==> src/rtl/fifo_arb_pkg.sv <==
// Shared types and helpers for the FWFT FIFO arbiters.
// Holds the arbiter state encoding and index/counter width helpers.
package fifo_arb_pkg;

  typedef enum logic {
    IDLE  = 1'b0,
    GRANT = 1'b1
  } state_e;

  function automatic int unsigned clog2(input int unsigned v);
    int unsigned r;
    r = 0;
    while ((64'd1 << r) < 64'(v)) r++;
    return r;
  endfunction

  // Width able to hold 0..n-1, never narrower than one bit
  function automatic int unsigned idx_w(input int unsigned n);
    return (n > 1) ? clog2(n) : 1;
  endfunction

endpackage

==> src/rtl/rr_pick.sv <==
// Combinational cyclic priority picker: first asserted req at or after ptr.
// Shared by the FIFO arbiters.
module rr_pick
  import fifo_arb_pkg::*;
#(
  parameter  int unsigned NUM_SRC = 4,
  localparam int unsigned SRC_W   = idx_w(NUM_SRC)
) (
  input  logic [NUM_SRC-1:0] req,
  input  logic [SRC_W-1:0]   ptr,
  output logic               found,
  output logic [SRC_W-1:0]   idx
);

  logic [SRC_W-1:0] cand;

  always_comb begin
    found = 1'b0;
    idx   = '0;
    cand  = '0;
    for (int unsigned i = 0; i < NUM_SRC; i++) begin
      cand = SRC_W'((32'(ptr) + i) % NUM_SRC);
      if (!found && req[cand]) begin
        found = 1'b1;
        idx   = cand;
      end
    end
  end

endmodule

==> src/rtl/fifo_fwft_arbiter.sv <==
// Round-robin arbiter sharing one FWFT consumer between NUM_SRC FWFT sources.
// Optional per-source statistics counters when FIFO_ARB_STATS_EN is defined.
module fifo_fwft_arbiter
  import fifo_arb_pkg::*;
#(
  parameter  int unsigned NUM_SRC   = 4,
  parameter  int unsigned WIDTH     = 32,
  parameter  int unsigned MAX_BURST = 16,
  localparam int unsigned SRC_W     = idx_w(NUM_SRC)
) (
  input  logic                     clk,
  input  logic                     rst,
  input  logic [NUM_SRC*WIDTH-1:0] s_din,
  input  logic [NUM_SRC-1:0]       s_empty,
  output logic [NUM_SRC-1:0]       s_rden,
  output logic [WIDTH-1:0]         m_dout,
  output logic                     m_empty,
  input  logic                     m_rden,
  output logic [SRC_W-1:0]         m_src,
  output logic                     m_last
`ifdef FIFO_ARB_STATS_EN
  ,
  output logic [NUM_SRC*32-1:0]    stat_words,
  output logic [NUM_SRC*16-1:0]    stat_bursts
`endif
);

  localparam int unsigned CNT_W = idx_w(MAX_BURST);
  localparam logic [CNT_W-1:0] LAST_CNT = CNT_W'(MAX_BURST - 1);

  state_e           state_q, state_d;
  logic [SRC_W-1:0] ptr_q, ptr_d;
  logic [SRC_W-1:0] grant_q, grant_d;
  logic [CNT_W-1:0] cnt_q, cnt_d;

  logic             pick_found;
  logic [SRC_W-1:0] pick_idx;
  logic             xfer;
  logic             at_last;

  rr_pick #(
    .NUM_SRC (NUM_SRC)
  ) u_pick (
    .req   (~s_empty),
    .ptr   (ptr_q),
    .found (pick_found),
    .idx   (pick_idx)
  );

  always_ff @(posedge clk) begin
    if (rst) begin
      state_q <= IDLE;
      ptr_q   <= '0;
      grant_q <= '0;
      cnt_q   <= '0;
    end else begin
      state_q <= state_d;
      ptr_q   <= ptr_d;
      grant_q <= grant_d;
      cnt_q   <= cnt_d;
    end
  end

  // Outputs are masked while rst is high so nothing is consumed in the reset cycle
  always_comb begin
    s_rden  = '0;
    m_dout  = '0;
    m_empty = 1'b1;
    m_src   = rst ? '0 : grant_q;
    if (state_q == GRANT && !rst) begin
      m_dout          = s_din[32'(grant_q)*WIDTH +: WIDTH];
      m_empty         = s_empty[grant_q];
      s_rden[grant_q] = m_rden & ~s_empty[grant_q];
    end
  end

  assign xfer    = m_rden & ~m_empty;
  assign at_last = (cnt_q == LAST_CNT);
  assign m_last  = at_last & ~m_empty;

  always_comb begin
    state_d = state_q;
    ptr_d   = ptr_q;
    grant_d = grant_q;
    cnt_d   = cnt_q;
    unique case (state_q)
      IDLE: begin
        if (pick_found) begin
          grant_d = pick_idx;
          cnt_d   = '0;
          state_d = GRANT;
        end
      end
      GRANT: begin
        if (s_empty[grant_q] || (xfer && at_last)) begin
          state_d = IDLE;
          ptr_d   = SRC_W'((32'(grant_q) + 32'd1) % NUM_SRC);
          cnt_d   = '0;
        end else if (xfer) begin
          cnt_d = cnt_q + 1'b1;
        end
      end
      default: state_d = IDLE;
    endcase
  end

`ifdef FIFO_ARB_STATS_EN
  logic [NUM_SRC-1:0][31:0] words_q, words_d;
  logic [NUM_SRC-1:0][15:0] bursts_q, bursts_d;

  // A burst is counted on its first transfer, so empty grants never register
  always_comb begin
    words_d  = words_q;
    bursts_d = bursts_q;
    if (xfer) begin
      words_d[grant_q] = words_q[grant_q] + 32'd1;
      if (cnt_q == '0) bursts_d[grant_q] = bursts_q[grant_q] + 16'd1;
    end
  end

  always_ff @(posedge clk) begin
    if (rst) begin
      words_q  <= '0;
      bursts_q <= '0;
    end else begin
      words_q  <= words_d;
      bursts_q <= bursts_d;
    end
  end

  assign stat_words  = words_q;
  assign stat_bursts = bursts_q;
`endif

endmodule

==> config.mk <==
export PLATFORM = sky130hd
export DESIGN_NAME = fifo_fwft_arbiter
export DESIGN_NICKNAME = d
export VERILOG_FILES = /design/src/rtl/fifo_arb_pkg.sv /design/src/rtl/rr_pick.sv /design/src/rtl/fifo_fwft_arbiter.sv
export SDC_FILE = /design/constraint.sdc
export NUM_CORES = 1
export LEC_CHECK = 0
export BUFFER_PORTS_ARGS = -buffer_cell sky130_fd_sc_hd__buf_4
export CORE_MARGIN = 2
export CORE_UTILIZATION = 33
export CTS_BUF_LIST = sky130_fd_sc_hd__clkbuf_4
export DETAILED_ROUTE_END_ITERATION = 10
export GPL_ROUTABILITY_DRIVEN = 0
export PLACE_DENSITY = 0.8
export REMOVE_ABC_BUFFERS = 1
export SLEW_MARGIN = 20
export SYNTH_ARGS = -nofsm -noshare
export SYNTH_HDL_FRONTEND = slang
export SYNTH_SLANG_ARGS = --single-unit
==> constraint.sdc <==
create_clock -name clk -period 1.4 [get_ports clk]
set_input_delay 0.07 -clock clk [delete_from_list [all_inputs] [get_ports clk]]
set_output_delay 0.07 -clock clk [all_outputs]
set_load 0.05 [all_outputs]
== Word level (Yosys, flattened, before mapping) ==
Index checks and enable logic that the tools add are counted.
Operators by class
  add/sub/neg operators: 5
  $lt $le $gt $ge: 6
  eq/ne operators: 3
  shift operators: 1
  mux-type cells: 31
  bitwise logic cells: 8
  reductions and logical operators: 14
Operators with widths (count)
  variable part select 128 x 8 -> 32 bit: 1
  two-way mux 32 bit: 1
  two-way mux 4 bit: 4
  less-than comparator 2 x 3 -> 1 bit (second input constant): 5
  two-way mux 1 bit: 13
  binary-select mux 1 bit (select 2 bit): 5
  two-way mux 2 bit: 5
  one-hot mux 4 bit (2 select lines): 1
  logical AND 1 bit: 6
  AND reduction 2 bit: 3
  adder 2 x 1 -> 2 bit (second input constant): 2
  adder 2 bit (second input constant): 2
  adder 4 x 1 -> 4 bit (second input constant): 1
  AND 4 bit: 1
  equality test 4 bit (second input constant): 1
  zero test 1 bit: 4
  inverter 4 bit: 1
  AND 1 bit: 3
  inequality test 3 x 1 -> 1 bit (second input constant): 1
  inverter 1 bit: 3
  demux 1 bit (select 2 bit): 1
  greater-or-equal comparator 2 x 1 -> 1 bit (second input constant): 1
  inequality test 2 bit (second input constant): 1
  one-hot mux 1 bit (2 select lines): 1
  logical OR 1 bit: 1
Storage, ports and cells
  register bits: 9
  input bits: 135
  output and inout bits: 40
  logic and storage cells: 72

== Depth between registers and ports, before layout ==
Gate-level depths: netlist of the first run.
  depth in word-level cells: 15
  mapped depth: 6
  depth with buffers taken out: 6

== Modules after synthesis ==
From an unflattened synthesis of the first run, not the netlist that was laid out.
Unflattened totals
  cells, all modules: 156
  area, all modules: 1610.3 um^2
By module, submodules not included
  fifo_fwft_arbiter: times used 1, cells an instance 141, area an instance 1532.7 um^2, sequential area each 180.2 um^2
  rr_pick: times used 1, cells an instance 15, area an instance 77.6 um^2, sequential area each 0.0 um^2

== Worst setup path after synthesis of the first run ==
Ideal clock, no wire load.
  path kind: register to output
  start point: register grant_q[1]
  end point: output m_last
  arrival: 1925 ps
  data required time: 1330 ps
  slack: -595 ps
  stages on the path, launching flop included: 6
  buffers on the path: 1
  cells stage by stage: dfxtp_1 -> buf_6 -> mux2i_2 -> mux2i_1 -> or2_4 -> nor2_1
Between the ends
  cells in the longest elaborated chain, start to end: 5
RTL lines
  from (decl): line fifo_fwft_arbiter.sv:33  | logic [SRC_W-1:0] grant_q, grant_d;
  from (signal assigned): line fifo_fwft_arbiter.sv:59  | grant_q <= grant_d;
  binary-select mux 1 bit (select 2 bit): line fifo_fwft_arbiter.sv:72  | m_empty = s_empty[grant_q];
  two-way mux 1 bit (implied by the code): line fifo_fwft_arbiter.sv:72
  two-way mux 1 bit: line fifo_fwft_arbiter.sv:70  | if (state_q == GRANT && !rst) begin
  via m_empty: line fifo_fwft_arbiter.sv:17  | output logic m_empty,
  inverter 1 bit: line fifo_fwft_arbiter.sv:79  | assign m_last = at_last & ~m_empty;
  AND 1 bit: line fifo_fwft_arbiter.sv:79
  to (decl): line fifo_fwft_arbiter.sv:20  | output logic m_last
The timed path passes the listed nets, and every way through them passes these cells. The select of a mux whose other input is x is not followed.

== Final worst setup path of the first run ==
  start point: register grant_q[1]
  end point: output s_rden[3]
Between the ends
  cells in the longest elaborated chain, start to end: 6
  elaborated cells between the ends (all ways): 11
  those cells by class: order compare: 2; mux: 5; bitwise: 3; reduce/logical: 1
RTL lines
  less-than comparator 2 x 3 -> 1 bit (implied by the code) (tied with other cells): line fifo_fwft_arbiter.sv:73  | s_rden[grant_q] = m_rden & ~s_empty[grant_q];
  logical AND 1 bit (implied by the code) or two-way mux 1 bit (tied branches): line fifo_fwft_arbiter.sv:73
  two-way mux 1 bit (implied by the code) or inverter 1 bit (tied branches): line fifo_fwft_arbiter.sv:73
  demux 1 bit (select 2 bit) or AND 1 bit (tied branches): line fifo_fwft_arbiter.sv:73
  AND 4 bit (no source line) *
  two-way mux 4 bit *: line fifo_fwft_arbiter.sv:70
  to (decl): line fifo_fwft_arbiter.sv:15  | output logic [NUM_SRC-1:0] s_rden,
Mark *: on every way between the ends. The rest lies on a longest branch, timed or not. The select of a mux whose other input is x is not followed.

==> results of run 1 <==
critical path, stage by stage, from the launching register on:
cell     delay, ps
dfxtp_4        380
mux2i_2        240
mux2i_1        120
or2_4          270
nor2_4         150
and2_4         160
buf_8          140
cell families (layout without fill, tap and decap cells):
| logic type | count (synthesis) | after routing |
|---|---|---|
| and+or+nand+nor | 65 | 65 |
| buffers and inverters | 21 | 209 |
| adders and majority gates | 5 | 5 |
| DFF | 9 | 9 |
| muxes | 37 | 37 |
| AOI/OAI and AO/OA | 19 | 19 |
metal layers:
layer / vias up / share of wire / wire length (µm) / global-route usage
met5: - / 0 / 0 / 0
met4: 0 / 0.048 / 362 / 0.139
met3: 33 / 0.080 / 603 / 0.0542
met2: 119 / 0.53 / 3970 / 0.421
met1: 989 / 0.35 / 2610 / 0.277
li1: 973 / - / - / -
metrics by stage:
step,cell area (µm²),total power (µW),util,std cells,setup slack (ps)
CTS,3420,1780,0.719,407,-387
detailed placement,3100,1450,0.652,400,-178
global placement,3100,1430,0.652,400,-150
finish,3610,1860,0.759,411,-399
floorplan,1570,936,-,144,-1800
global route,3610,1960,0.759,411,-460
path summary, 6_finish.rpt:
check | endpoint | start | cells after the start | slack, ps
worst max-delay path | s_rden[3] | grant_q[1] | 6 | -400
worst min-delay path | cnt_q[1] | rst | 3 | 140
worst max register to register | cnt_q[0] | grant_q[1] | 7 | -120
worst min register to register | cnt_q[1] | cnt_q[1] | 2 | 530
sequential cells by signal (all words and copies together) (netlist names):
| name | flops |
|---|---|
| cnt_q | 4 |
| grant_q | 2 |
| ptr_q | 2 |
| state_q | 1 |
where the power goes:
| part | internal [µW] | switching (µW) | total (µW) |
|---|---|---|---|
| combinational | 765 | 565 | 1330 |
| clock | 130 | 102 | 232 |
| sequential | 273 | 27.1 | 300 |
| total | 1170 | 695 | 1860 |
Yosys cell counts:
master    number  area [µm²]
a21oi_1        6        30.0
a22oi_4        1        21.3
a32o_1         1        10.0
and2_1         5        31.3
buf_2          1        5.00
buf_4          3        22.5
buf_6          1        11.3
clkbuf_1       7        26.3
dfxtp_1        9         180
ha_1           5        62.6
inv_1          9        33.8
mux2i_1        3        30.0
mux2i_2        2        27.5
mux4_2        32         721
nand2_1        5        18.8
nand2b_1       3        18.8
nand3_1        4        20.0
nand3b_1       1        7.51
nand4_1        2        12.5
nor2_1         7        26.3
nor2_2         1        6.26
nor2b_1       33         206
nor3_1         2        10.0
nor3b_1        1        7.51
o21ai_0        4        20.0
o21ai_1        1        5.00
o21ai_2        1        8.76
o221ai_1       1        8.76
o22a_4         1        17.5
o22ai_1        2        12.5
o311ai_1       1        8.76
or2_4          1        8.76
area by class of cell:
cell class	instances	share of cell area
repair buffers	196	0.487
multi-input cells	126	0.420
well taps	67	0.0232
flip-flops and latches	9	0.0527
inverters	9	0.00937
clock buffers	4	0.00832
repair_timing:
| item | CTS | global route |
|---|---|---|
| setup buffers | 3 | 2 |
| endpoints found under the setup margin | 45 | 46 |
| gates resized for setup | 67 | 27 |
| pin swaps | 5 | 11 |
| cloned | 1 | 3 |
==> flow_metrics.env, run 1 <==
export IMPL_status="finished with violations"
export IMPL_violations="setup timing"
export IMPL_synth_xor_area_frac=0
export IMPL_grt_pass1_vias=2116
export IMPL_ff_latch_area_um2=190
export IMPL_p_leak_uw=0.00160
export IMPL_cts_root_buf="clkbuf_4"
export IMPL_synth_seq_cells=9
export IMPL_synth_area_mux_share=0.476
export IMPL_fin_crit_sh=1.28
export IMPL_antenna_found_initial=0
export IMPL_die_h_um=74.4
export IMPL_die_x_um=74.4
export IMPL_num_fill_cells=321
export IMPL_clk_latency_ps=270
export IMPL_hold_buffers=0
export IMPL_end_kind="primary output"
export IMPL_dpl_hpwl_mm=5.39
export IMPL_startpoint_type="register"
export IMPL_grt_max_degree=37
export IMPL_drt_initial_drc_count=48
export IMPL_synth_top_family_by_area="multiplexers"
export IMPL_core_um2=4750
export IMPL_avgSynthCellArea_um2=10.5
export IMPL_cts_tree="yes"
export IMPL_num_vias=2114
export IMPL_wl_per_cell_um=18.4
export IMPL_synth_compound_area_frac=0.0872
export IMPL_crit_arrival_ps=1730
export IMPL_setup_ws_ps=-399
export IMPL_clock_path_buffers=2
export IMPL_hold_viol_final=0
export IMPL_finalSetupViolCount=42
export IMPL_track_usage=0.244
export IMPL_layout_nets=485
export IMPL_mostFrequentLayoutCells="buf_4 (146), buf_6 (37), mux4_2 (32)"
export IMPL_post_drt_via_cell_ratio=5.14
export IMPL_dr_pass1_iters=4
export IMPL_antenna_left=0
export IMPL_tns_ps=-13330
export IMPL_drv_slew=0
export IMPL_p_per_area_nw_per_um2=517
export IMPL_hold_class="input port to register"
export IMPL_area_delta_synth_final_pct=120
export IMPL_irDropWorstVdd_mv=0.535
export IMPL_cts_htree_levels=1
export IMPL_period_needed_ps=1800
export IMPL_synth_fa_ha_area_frac=0.0382
export IMPL_layout_commonest_cell="buf_4"
export IMPL_gr_total_overflow=0
export IMPL_netlist_instances=156
export IMPL_fmax_mhz=556
export IMPL_yosysSeqAreaShare=0.110
export IMPL_yosysWarnings=0
export IMPL_synth_distinct_cells=32
export IMPL_clock_sinks=9
export IMPL_rows=25
export IMPL_io_buffers=174
export IMPL_path_max_fanout=4
export IMPL_drc=0
export IMPL_syn_area_um2=1640
export IMPL_drive_gt1_frac=0.773
export IMPL_routed_wl_mm=7.55
export IMPL_die_area_um2=5540
export IMPL_initial_core_util=0.344
export IMPL_grt_pass1_wl_mm=10.3
export IMPL_rsz0062_at_grt="yes"
export IMPL_holdWs_ps=144
export IMPL_synthSimpleGateAreaFrac=0.229
export IMPL_clk_pin_slew_ps=60
export IMPL_diodes=0
export IMPL_maxCapViolCount=0
export IMPL_tightest_slew_ps=285
export IMPL_io_pins=175
export IMPL_clock_skew_ps=3.70
export IMPL_multi_input_area_um2=1510
export IMPL_critical_path_class="register to primary output"
export IMPL_crit_required_ps=1330
export IMPL_max_slew_margin=0.810
export IMPL_numCtsBuffers=3
(Power assumes the default switching activity.)
==> inputs of run 2 (changes only) <==
Settings changed: BUFFER_PORTS_ARGS -buffer_cell sky130_fd_sc_hd__buf_4 to unset, CORE_AREA set to 2 2 68 70, CORE_MARGIN 2 to unset, CORE_UTILIZATION 33 to unset, DIE_AREA set to 0 0 70 72, DONT_BUFFER_PORTS set to 1, PLACE_DENSITY 0.8 to unset, RECOVER_POWER set to 25.
Clock period 1.4 ns to 1.9 ns, I/O delays scaled along.
==> run 2 against run 1 <==
Against the previous run: the run now ends clean; worst setup slack improved by 450 ps; sequential share of layout area rose by 3.1 points; first-iteration DRC count rose by 100%; via count fell by 25%; combinational power fell by 52%; clock-buffer cell count did not move; clock skew rose by 2.3 ps; final area fell by 39%; utilization fell by 24 points; critical path type unchanged; largest cell class is now multi-input combinational cells.
==> flow_metrics.env, run 2 (same netlist as run 1, synthesis figures left out) <==
export IMPL_status="completed"
export IMPL_slowest_stage="dfxtp_2"
export IMPL_drive_gt1_frac=0.477
export IMPL_fmax_mhz=541
export IMPL_fin_crit_sh=0.973
export IMPL_cts_tree="yes"
export IMPL_clock_path_buffers=2
export IMPL_initial_core_util=0.384
export IMPL_dr_pass1_iters=4
export IMPL_max_slew_margin=0.595
export IMPL_grt_max_degree=33
export IMPL_reg_top3="cnt_q x4, grant_q x2, ptr_q x2"
export IMPL_period_needed_ps=1850
export IMPL_holdWs_ps=45.4
export IMPL_io_pins=175
export IMPL_layout_nets=340
export IMPL_cts_root_buf="clkbuf_4"
export IMPL_area_delta_synth_final_pct=35.2
export IMPL_startpoint_type="register"
export IMPL_gr_total_overflow=0
export IMPL_hold_viol_final=0
export IMPL_numCtsBuffers=3
export IMPL_clk_pin_slew_ps=60
export IMPL_die_x_um=70
export IMPL_die_h_um=72
export IMPL_grt_pass1_wl_mm=8.48
export IMPL_crit_required_ps=1800
export IMPL_drv_slew=0
export IMPL_critPathBufInv=1
export IMPL_drt_initial_drc_count=96
export IMPL_grt_pass1_vias=1551
export IMPL_critical_path_class="register to primary output"
export IMPL_cts_htree_levels=1
export IMPL_track_usage=0.219
export IMPL_antenna_left=0
export IMPL_crit_chain="mux2i_2 > mux2i_1 > or2_4 > nor2_2 > and2_1 > buf_12"
export IMPL_mostFrequentLayoutCells="nor2b_1 (33), mux4_2 (32), buf_4 (22)"
export IMPL_crit_arrival_ps=1750
export IMPL_maxCapViolCount=0
export IMPL_hold_class="input port to register"
export IMPL_tns_ps=0
export IMPL_post_drt_via_cell_ratio=6.27
export IMPL_preCtsSetupSlack_ps=176
export IMPL_wl_per_cell_um=23.2
export IMPL_largest_reg_flops=4
export IMPL_tightest_slew_ps=610
export IMPL_core_um2=4260
export IMPL_drc=0
export IMPL_critPathMaxStageDelay_ps=380
export IMPL_clock_sinks=9
export IMPL_p_per_area_nw_per_um2=463
export IMPL_layout_commonest_cell="nor2b_1"
export IMPL_rows=24
export IMPL_finalSetupViolCount=0
export IMPL_routed_wl_mm=5.84
export IMPL_path_max_fanout=4
export IMPL_clk_latency_ps=270
export IMPL_rsz0062_at_grt="yes"
export IMPL_critPathTopFamily="simple AND/OR/NAND/NOR gates"
export IMPL_num_vias=1579
export IMPL_die_area_um2=5040
export IMPL_p_leak_uw=0.000816
export IMPL_antenna_found_initial=1
export IMPL_dpl_hpwl_mm=4.97
export IMPL_io_buffers=0
export IMPL_irDropWorstVdd_mv=0.487
export IMPL_final_core_util=0.519
export IMPL_top_register="cnt_q"
export IMPL_clock_skew_ps=6.02
export IMPL_setup_ws_ps=52.2
export IMPL_end_kind="primary output"
[run 2: changes by cell type in the layout (fill, tap and decap cells not counted), sizes merged]
cell	previous run	this run
diode	0	1
clkbuf	6	5
dlygate4sd3	0	1
buf	194	49
[run 2: layout make-up]
cell class	instances	area, µm²
Multi-Input combinational cell	126	1360
Sequential cell	9	185
Inverter	9	33.8
Tap cell	52	65.1
Fill cell	380	2050
Antenna cell	1	2.50
Timing Repair Buffer	51	536
Clock buffer	4	30.0
[run 2: metrics by stage]
step	cell area, µm²	total power [µW]	cells
2_1_floorplan	1570	690	144
3_3_place_gp	2050	816	241
3_5_place_dp	2050	829	241
4_1_cts	2110	1010	248
5_1_grt	2210	1080	251
6_report	2210	1020	252
[run 2: timing repair]
action                     4_1_cts  5_1_grt
setup endpoints to repair       33       29
hold buffers                     1        0
pin swaps                        0        0
setup buffers                    2        3
hold endpoints to repair         7        0
gates resized for setup          2       22
[run 2: per-layer routing]
layer	track usage	part of all wire	wire length, µm
met1	0.259	0.36	2080
met2	0.379	0.54	3130
met3	0.0597	0.084	491
met5	0	0	0
met4	0.0919	0.023	134
[run 2: final timing paths]
kind,end,slack [ps],cells past startpoint,from
min reg2reg,cnt_q[1],500,2,cnt_q[1]
max reg2reg,cnt_q[2],260,7,grant_q[0]
min,grant_q[0],50,3,s_empty[1]
max,s_rden[0],50,6,grant_q[1]
[run 2: where the power goes]
part / switching (µW) / internal, µW
Clock: 72.6 / 95.6
Combinational: 322 / 313
Sequential: 20.1 / 201
Total: 415 / 610
[run 2: worst reg2reg max path: stages (launching register included)]
cell     delay, ps
dfxtp_4        420
buf_12         190
buf_4          140
nor2b_1         60
a22oi_4        200
o22a_4         210
o21ai_1         70
a32o_1         250
==> inputs of run 3 (changes only) <==
Settings changed: CELL_PAD_IN_SITES_DETAIL_PLACEMENT set to 2, CELL_PAD_IN_SITES_GLOBAL_PLACEMENT set to 2, CORE_AREA 2 2 68 70 to unset, CORE_MARGIN set to 2, CORE_UTILIZATION set to 33, DIE_AREA 0 0 70 72 to unset, PLACE_DENSITY_LB_ADDON set to 0.1.
==> run 3 against run 2 <==
Against the previous run: routed wire length rose by 14%; combinational power rose by 0.9%; utilization shrank 6.1 points; via count down 0.13%; final cell count up 5.2%; maximum frequency grew 1.3%; global-route usage shrank 0.44 points; worst setup slack improved by 23 ps; non-clock buffer count down 1; critical path depth unchanged; largest cell class unchanged; clock power barely moved.
==> flow_metrics.env, run 3 (same netlist as run 1, synthesis figures left out) <==
export IMPL_end_kind="primary output"
export IMPL_irDropWorstVdd_mv=0.257
export IMPL_routed_wl_mm=6.68
export IMPL_num_fill_cells=532
export IMPL_hold_class="input port to register"
export IMPL_diodes=0
export IMPL_path_max_fanout=4
export IMPL_drive_gt1_frac=0.490
export IMPL_clk_pin_slew_ps=70
export IMPL_die_h_um=74.4
export IMPL_fin_crit_sh=0.960
export IMPL_io_buffers=0
export IMPL_intPower_uw=599
export IMPL_cts_tree="yes"
export IMPL_core_um2=4750
export IMPL_worst_r2r_endpoint="cnt_q[3]"
export IMPL_rsz0062_at_grt="yes"
export IMPL_pwr_share_seq=0.215
export IMPL_hold_start="rst"
export IMPL_gr_total_overflow=0
export IMPL_p_sw_frac=0.418
export IMPL_p_leak_uw=0.000804
export IMPL_rrSetupSlack_ps=250
export IMPL_hold_end="cnt_q[0]"
export IMPL_startpoint_type="register"
export IMPL_final_area_um2=2180
export IMPL_track_usage=0.215
export IMPL_drv_slew=0
export IMPL_crit_required_ps=1800
export IMPL_antenna_found_initial=0
export IMPL_layout_commonest_cell="buf_4"
export IMPL_clock_path_buffers=2
export IMPL_num_vias=1577
export IMPL_rows=25
export IMPL_grt_pass1_wl_mm=8.84
export IMPL_p_sw_uw=430
export IMPL_dpl_hpwl_mm=5.50
export IMPL_p_per_area_nw_per_um2=473
export IMPL_tightest_slew_ps=615
export IMPL_antenna_left=0
export IMPL_cts_root_buf="clkbuf_4"
export IMPL_finalSetupViolCount=0
export IMPL_crit_arrival_ps=1730
export IMPL_clock_sinks=9
export IMPL_grt_pass1_vias=1596
export IMPL_ff_latch_area_um2=188
export IMPL_period_needed_ps=1820
export IMPL_clk_latency_ps=270
export IMPL_area_delta_synth_final_pct=33.1
export IMPL_post_drt_via_cell_ratio=5.95
export IMPL_io_pins=175
export IMPL_hold_depth=3
export IMPL_mostFrequentLayoutCells="buf_4 (40), nor2b_1 (33), mux4_2 (32)"
export IMPL_clock_skew_ps=5.84
export IMPL_fmax_mhz=548
export IMPL_timing_rr_start="state_q"
export IMPL_die_x_um=74.4
export IMPL_reg_top3="cnt_q x4, grant_q x2, ptr_q x2"
export IMPL_initial_core_util=0.344
export IMPL_multi_input_area_um2=1370
export IMPL_wl_per_cell_um=25.2
export IMPL_numCtsBuffers=3
export IMPL_maxCapViolCount=0
export IMPL_status="completed"
export IMPL_dr_pass1_iters=4
export IMPL_tns_ps=0
export IMPL_pwr_share_clk=0.163
export IMPL_holdWs_ps=49.3
export IMPL_cts_htree_levels=1
export IMPL_hold_viol_final=0
export IMPL_critical_path_class="register to primary output"
export IMPL_die_area_um2=5540
export IMPL_largest_reg_flops=4
export IMPL_layout_nets=339
export IMPL_worst_r2r_path_depth=6
export IMPL_drt_initial_drc_count=29
export IMPL_grt_max_degree=37
export IMPL_p_comb_frac=0.622
export IMPL_max_slew_margin=0.592
export IMPL_top_register="cnt_q"
export IMPL_drc=0
export IMPL_placed_cell_area_um2=2060
-- run 3: cell types whose count changed in the layout (fill, tap and decap cells not counted) --
cell / change
buf_6: -20
buf_4: +18
and2_1: -3
and2_4: +3
clkbuf_16: +1
dfxtp_2: -1
dfxtp_4: +1
diode_2: -1
nor2_2: -1
nor2_4: +1
-- run 3: how the worst max path moves through the flow --
stage	from	end	slack, ps	cells after the start
global route	grant_q[1]	s_rden[0]	-8	6
global placement	grant_q[1]	s_rden[0]	200	6
finish	grant_q[1]	s_rden[0]	80	6
detailed placement	grant_q[1]	s_rden[0]	120	6
CTS	grant_q[1]	s_rden[3]	-20	6
floorplan	grant_q[0]	m_last	-1320	4
-- run 3: final cells by class --
class / count / share of cell area
multi-input combinational: 126 / 0.630
sequential: 9 / 0.0862
clock buffer: 4 / 0.0138
inverter: 9 / 0.0155
timing repair buffer: 50 / 0.216
tap: 67 / 0.0385
-- run 3: per-layer routing --
layer / global-route usage / vias up / part of all wire
met5: 0 / - / 0
met4: 0.0972 / 0 / 0.034
met3: 0.0583 / 20 / 0.085
met2: 0.391 / 84 / 0.55
met1: 0.230 / 793 / 0.33
li1: - / 680 / -
-- run 3: repair_timing --
action                                 in CTS  in global routing
hold buffers                                1                  0
buffers inserted                            2                  1
resized for setup                           5                  7
cloned                                      0                  1
setup endpoints to repair                  36                 36
endpoints found under the hold margin       7                  0
-- run 3: metrics by stage --
| step | util | power, µW | setup WS, ps | cells |
|---|---|---|---|---|
| after global placement | 0.433 | 819 | 201 | 256 |
| after global routing | 0.458 | 1090 | -7.95 | 265 |
| final | 0.458 | 1030 | 75.1 | 265 |
| after detailed placement | 0.433 | 838 | 116 | 256 |
| after CTS | 0.447 | 1020 | -22.1 | 263 |
| after floorplan | - | 690 | -1320 | 144 |
-- run 3: critical path, stage by stage (launching register included) --
cell and delay (ps):
dfxtp_4 370, mux2i_2 240, mux2i_1 140, or2_4 270
nor2_4 130, and2_4 180, buf_12 130
-- run 3: power by group through the flow --
stage,Clock (µW),Sequential (µW),Combinational (µW)
final,168,221,641
after global routing,192,223,680
after CTS,174,220,630
after detailed placement,0,223,615
after global placement,0,222,597
after floorplan,0,257,433
